File: src/rtl/reg_wr_arbiter.sv
// reg_wr_arbiter: round-robin arbiter for the write port of one shared
// WIDTH-bit register. The handshake is combinational within a cycle: a
// requester holds req[i] until it sees gnt[i]. The cycle where both are
// high is the transfer; the winner's data appears on reg_we/reg_d one
// cycle later.
// Optional build macro REG_ARB_LOCK_EN adds a 'lock' input. With it, the
// winner can keep the port for later transfers until it sends a transfer
// with lock=0.
module reg_wr_arbiter #(
  parameter int NREQ  = 4,
  parameter int WIDTH = 32
) (
  input  logic                  clk,
  input  logic                  rst,
  input  logic [NREQ-1:0]       req,
  input  logic [NREQ*WIDTH-1:0] wdata,
  input  logic                  hold,
`ifdef REG_ARB_LOCK_EN
  input  logic                  lock,
`endif
  output logic [NREQ-1:0]       gnt,
  output logic                  reg_we,
  output logic [WIDTH-1:0]      reg_d,
  output logic                  busy
);

  localparam int PW = (NREQ > 1) ? $clog2(NREQ) : 1;

  logic [PW-1:0]    ptr_q, ptr_d;
  logic             reg_we_q, reg_we_d;
  logic [WIDTH-1:0] reg_d_q, reg_d_d;
`ifdef REG_ARB_LOCK_EN
  logic             lock_valid_q, lock_valid_d;
  logic [PW-1:0]    lock_owner_q, lock_owner_d;
`endif

  logic [PW-1:0]    win_idx;
  logic [PW-1:0]    next_ptr;
  logic [PW-1:0]    scan_idx;
  logic [WIDTH-1:0] win_data;
  logic             found;
  logic             xfer;
  int               idx;

  // Grant: first request at or after the pointer (wrapping), or only the lock owner while locked.
  always_comb begin
    gnt      = '0;
    win_idx  = '0;
    found    = 1'b0;
    idx      = 0;
    scan_idx = '0;
    if (rst && !hold) begin
`ifdef REG_ARB_LOCK_EN
      if (lock_valid_q) begin
        if (req[lock_owner_q]) begin
          gnt[lock_owner_q] = 1'b1;
          win_idx           = lock_owner_q;
        end
      end else begin
`else
      begin
`endif
        for (int off = 0; off < NREQ; off++) begin
          idx = int'(ptr_q) + off;
          if (idx >= NREQ) idx = idx - NREQ;
          scan_idx = PW'(idx);
          if (!found && req[scan_idx]) begin
            found         = 1'b1;
            gnt[scan_idx] = 1'b1;
            win_idx       = scan_idx;
          end
        end
      end
    end
  end

  // Winner's data: one-hot OR-mux of the write-data slices.
  always_comb begin
    win_data = '0;
    for (int i = 0; i < NREQ; i++) begin
      if (gnt[i]) win_data = win_data | wdata[i*WIDTH +: WIDTH];
    end
  end

  // Next-state: pointer advance, lock bookkeeping and output stage.
  always_comb begin
    xfer     = |gnt;
    next_ptr = (win_idx == PW'(NREQ - 1)) ? '0 : win_idx + PW'(1);
    ptr_d    = ptr_q;
    reg_we_d = xfer;
    reg_d_d  = xfer ? win_data : reg_d_q;
`ifdef REG_ARB_LOCK_EN
    lock_valid_d = lock_valid_q;
    lock_owner_d = lock_owner_q;
    if (xfer) begin
      if (lock) begin
        // Pointer stays put while the port is locked.
        lock_valid_d = 1'b1;
        lock_owner_d = win_idx;
      end else begin
        lock_valid_d = 1'b0;
        ptr_d        = next_ptr;
      end
    end
`else
    if (xfer) ptr_d = next_ptr;
`endif
  end

  // State registers with synchronous active-low reset.
  always_ff @(posedge clk) begin
    if (!rst) begin
      ptr_q        <= '0;
      reg_we_q     <= 1'b0;
      reg_d_q      <= '0;
`ifdef REG_ARB_LOCK_EN
      lock_valid_q <= 1'b0;
      lock_owner_q <= '0;
`endif
    end else begin
      ptr_q        <= ptr_d;
      reg_we_q     <= reg_we_d;
      reg_d_q      <= reg_d_d;
`ifdef REG_ARB_LOCK_EN
      lock_valid_q <= lock_valid_d;
      lock_owner_q <= lock_owner_d;
`endif
    end
  end

  assign reg_we = reg_we_q;
  assign reg_d  = reg_d_q;
  assign busy   = (|req) & ~(|gnt);

endmodule
File: config.mk
export PLATFORM = sky130hd
export DESIGN_NAME = reg_wr_arbiter
export DESIGN_NICKNAME = d
export VERILOG_FILES = /design/src/rtl/reg_wr_arbiter.sv
export SDC_FILE = /design/constraint.sdc
export NUM_CORES = 1
export LEC_CHECK = 0
export BUFFER_PORTS_ARGS = -buffer_cell sky130_fd_sc_hd__buf_4
export CAP_MARGIN = 20
export CORE_MARGIN = 3
export CORE_UTILIZATION = 41
export CTS_CLUSTER_SIZE = 30
export DETAILED_ROUTE_END_ITERATION = 10
export MAX_ROUTING_LAYER = met4
export PLACE_DENSITY = 0.82
export SYNTH_ARGS = -nofsm -noshare
export SYNTH_HDL_FRONTEND = slang
export SYNTH_SLANG_ARGS = --single-unit
File: constraint.sdc
create_clock -name clk -period 4.5 [get_ports clk]
set_input_delay 0.9 -clock clk [delete_from_list [all_inputs] [get_ports clk]]
set_output_delay 0.9 -clock clk [all_outputs]
set_load 0.02 [all_outputs]
Word level (Yosys, flattened, before mapping) --
Index checks and enable logic that the tools add are counted.
Storage, ports and cells: input bits 135, register bits 35, memory bits (read-only) 0, latch bits 0, logic and storage cells 94, memories 0, bits in writable memories 0
Cells by class: divide/modulo/power cells 0, shift-type cells 0, $add $sub $neg 8, order comparisons 12, reduce and logical (&&, ||, !) cells 14, multipliers 0, eq/ne operators 1, bitwise gates (word level) 8, mux-type cells 48
Operator list (number):
- two-way mux 32 bit | 4
- OR 32 bit | 3
- two-way mux 4 bit | 8
- two-way mux 2 bit | 14
- two-way mux 1 bit | 14
- less-than comparator 2 x 3 -> 1 bit (second input constant) | 4
- OR 4 bit | 3
- greater-or-equal comparator 3 bit (second input constant) | 3
- binary-select mux 1 bit (select 2 bit) | 4
- demux 1 bit (select 2 bit) | 4
- greater-or-equal comparator 2 x 1 -> 1 bit (second input constant) | 4
- logical AND 1 bit | 8
- OR reduction 4 bit | 2
- subtractor 2 x 1 -> 2 bit (second input constant) | 4
- adder 2 x 2 -> 3 bit (second input constant) | 2
- logical NOT 1 bit | 4
- adder 2 x 1 -> 3 bit (second input constant) | 1
- greater-or-equal comparator 2 x 3 -> 1 bit (second input constant) | 1
- adder 2 x 1 -> 2 bit (second input constant) | 1
- equality test 2 bit (second input constant) | 1
- AND 1 bit | 1
- NOT 1 bit | 1

Longest topological paths before layout --
word-level depth 26, gate-level depth with buffers 12

Least setup slack after synthesis --
Ideal clock, no wire load.
path kind in2out, start input req[1], end output busy, arrival 3.274 ns, required time 3.600 ns, stages 9, slack 0.326 ns, cells stage by stage buf_2 -> mux4_2 -> and3_1 -> a311o_1 -> buf_2 -> nor4_4 -> buf_6 -> inv_2 -> a21oi_1
On the way: longest elaborated chain between the ends 19, elaborated cells on any way between the ends 35, classes of those cells mux: 22; bitwise: 5; reduce/logical: 8
Ends and longest elaborated chain:
- start, declared | RTL line 15 | input logic [NREQ-1:0] req,
- binary-select mux 1 bit (select 2 bit) | RTL line 67 | if (!found && req[scan_idx]) begin
- two-way mux 1 bit (implied by the code) | RTL line 67
- two-way mux 1 bit | RTL line 67
- two-way mux 1 bit | RTL line 52 | if (rst && !hold) begin
- logical NOT 1 bit | RTL line 67
- logical AND 1 bit | RTL line 67
- two-way mux 1 bit | RTL line 67
- two-way mux 1 bit | RTL line 52
- (+3 left out)
- two-way mux 1 bit | RTL line 52
- logical NOT 1 bit | RTL line 67
- logical AND 1 bit | RTL line 67
- two-way mux 4 bit | RTL line 67
- two-way mux 4 bit | RTL line 52
- OR reduction 4 bit | RTL line 133 | assign busy = (|req) & ~(|gnt);
- NOT 1 bit | RTL line 133
- AND 1 bit * | RTL line 133
- end, declared | RTL line 24 | output logic busy
Every way passes the cells marked *; elsewhere a longest branch is shown, timed or not. The select of a mux whose other input is x is not followed.

Worst setup path after layout --
start register ptr_q[1], end output gnt[2]
On the way: longest elaborated chain between the ends 19, elaborated cells on any way between the ends 70, classes of those cells add/sub: 7; order compare: 12; mux: 38; bitwise: 3; reduce/logical: 10
Ends and longest elaborated chain:
- start, declared | RTL line 29 | logic [PW-1:0] ptr_q, ptr_d;
- start signal, assigned | RTL line 121 | ptr_q <= ptr_d;
- parallel branches: the longest is 17 deep, another holds adder 2 x 1 -> 3 bit
- two-way mux 4 bit * | RTL line 67
- two-way mux 4 bit * | RTL line 52
- end, declared | RTL line 21 | output logic [NREQ-1:0] gnt,
Every way passes the cells marked *. The select of a mux whose other input is x is not followed.

==> flow_metrics.tcl <==
set metrics [dict create \
    clkTransAtPathRegs_ns 0.07 \
    yosys_warnings 0 \
    die_width_um 81.2 \
    layout_setup_ws_ns 0.279 \
    synth_top_area_share_pct 30.3 \
    row_count 26 \
    power_mw 2.00 \
    place_ws_ns 0.607 \
    track_usage_pct 25.2 \
    synth_xor_area_share_pct 0.378 \
    drive_above_1_share_pct 46.6 \
    seq_area_frac_synth_pct 30.3 \
    root_buffer "clkbuf_8" \
    syn_inst 259 \
    synth_top_family_by_area "compound AO/OA/AOI/OAI gates" \
    setup_viol 0 \
    avgSynthCellArea_um2 8.94 \
    place_hpwl_um 6370 \
    synth-seq-cells 35 \
    placed_cells 483 \
    syn_nets 401 \
    total_leakage_power_nw 1.69 \
    num_vias 2762 \
    drv_cap 0 \
    outcome "finished, final reports clean" \
    slew_violations 0 \
    cts-resized-gates 0 \
    skew_ns 0.00561 \
    path_class "register to primary output" \
    grt_overflow 0 \
    coreArea_mm2 0.00527 \
    synth_enable_flop_cells 0 \
    cts_tree "done" \
    finalCoreUtilization_pct 70.1 \
    path_max_fanout 21 \
    ctsLongestPathBuffers 2 \
    tightest_slew_ns 0.549 \
    async_flop_share_pct 0 \
    synth.distinct_cells 38 \
    initial_utilization_pct 43.9 \
    hp-class "register to register" \
    grt_pass1_vias 2713 \
    io_buffers 172 \
    antenna_found_initial 0 \
    finalHoldViolCount 0 \
    rsz0062_at_grt "no" \
    synth_compound_gate_area_share_pct 40.6 \
    tns_ns 0 \
    max_slew_margin_pct 63.3 \
    drtPass1Iterations 4 \
    viasPerCell 5.63 \
    fmax_mhz 237 \
    peakVddDrop_mv 0.301 \
    synth_most_common_cell "nand2_1" \
    gp_congestion 0.803 \
    wl_um 8160 \
    ant_nets 0 \
    clk_latency_ns 0.29 \
    synthSimpleGateAreaFrac_pct 14.4 \
    cp-end-kind "primary output" \
    grt_first_pass_wirelength_um 12400 \
    synthesis.area_mm2 0.00232 \
    ys.flop_type "dfxtp_1" \
    nets 562 \
    cts-hold-fix-buffers 0 \
    synthMuxAreaShare_pct 3.35 \
    final_cells 491 \
    cts_num_sinks 35 \
    n_fill_cell 444 \
    fp.dieH_um 81.2 \
    postCtsSetupRepairBufs 0 \
    cts_buffers 5 \
    synth_commonest_cells "nand2_1 (36), dfxtp_1 (35), a221oi_1 (32), a22o_1 (32), a21boi_1 (28)" \
    h-tree-depth 2 \
    synthToLayoutAreaGrowth_pct 59.4 \
    yosys.area.top_type "dfxtp_1" \
    period_needed_ns 4.22 \
    fin_crit_sh_pct 93.8 \
    diodes 0 \
    die-area_mm2 0.00659 \
    pwr_density_cell_mw_per_mm2 542 \
    required_ns 3.60 \
    crit_arrival_ns 3.32 \
    grt_max_degree 37 \
    cp-start-kind "register" \
    synth_fa_ha_area_share_pct 3.78 \
    drtIter0Drc 156 \
    io_pins 173 \
    ys_top_cells_by_area "dfxtp_1 (30%), a221oi_1 (12%), a22o_1 (12%), a21boi_1 (9.1%), nand2_1 (5.8%)" \
    post-route-drc-count 0 \
    wl_per_cell_um 16.6 \
]
-- final timing paths --
path / startpoint / to / slack, ns / cells after the start
min: reg_d[14] / reg_d[14] / 0.45 / 2
min reg2reg: reg_d[14] / reg_d[14] / 0.45 / 2
max: ptr_q[1] / gnt[2] / 0.28 / 8
max reg2reg: ptr_q[1] / ptr_q[1] / 0.93 / 10
-- where the power goes --
| group | switching, mW | internal (mW) |
|---|---|---|
| clock | 0.116 | 0.108 |
| sequential | 0.0705 | 0.438 |
| combinational | 0.699 | 0.571 |
-- kinds of logic after synthesis --
logic type      Yosys count
compound gates          115
simple gates             67
flops                    35
buf+inv                  30
fa+ha+maj                 7
mux                       4
xor+xnor                  1
-- cell usage in the layout (no fill, tap or decap), types with 2 or more instances in the layout --
cell and count:
buf_4 181, a21boi_0 5, nand2_1 36, mux4_2 3
nand2b_1 2, ha_1 7, a211oi_1 2, a21oi_1 5
o21ai_0 2, nor3_1 5, and3_1 4, a221oi_1 32
clkbuf_8 5, nor2b_1 7, nor2_1 5, a21boi_1 28
dfxtp_1 35, inv_1 2, a22o_1 32, nor3b_1 2
a311o_1 3
-- worst max-delay path, stage by stage, from the launching register on --
cell	delay (ns)
dfxtp_1	0.58
inv_1	0.15
ha_1	0.40
or3b_2	0.46
a2111o_1	0.43
nand2_1	0.17
a311o_1	0.33
buf_4	0.31
buf_4	0.19
-- cell type report --
cell class                 count  area, um^2  share of cell area, %
clock inverter                 2        12.5                  0.339
inverter                       3        11.3                  0.305
clock buffer                   6        72.6                   1.97
timing repair buffer         181        1360                   36.8
multi-input combinational    194        1450                   39.2
tap                           70        87.6                   2.37
sequential                    35         701                   19.0
-- registers in the layout (all words and copies together) (netlist names) --
register	flops
ptr_q	2
reg_we	1
reg_d	32
-- routing by layer --
metal  up-vias  GRT usage, %  routed length [um]  share of wire, %
met2       124          45.8                4340                53
li1       1329             -                   -                 -
met3        16          5.88                 608               7.5
met1      1293          26.9                3010                37
met5         -             -                   0                 0
met4         0          8.28                 198               2.4
-- per-stage QoR --
stage          hold slack, ns  instance area [um^2]
3_3_place_gp            0.441                  3610
3_5_place_dp            0.445                  3610
4_1_cts                 0.455                  3690
6_report                0.451                  3690
5_1_grt                 0.469                  3690
2_1_floorplan           0.531                  2320
Power figures use the tool's default switching activity.
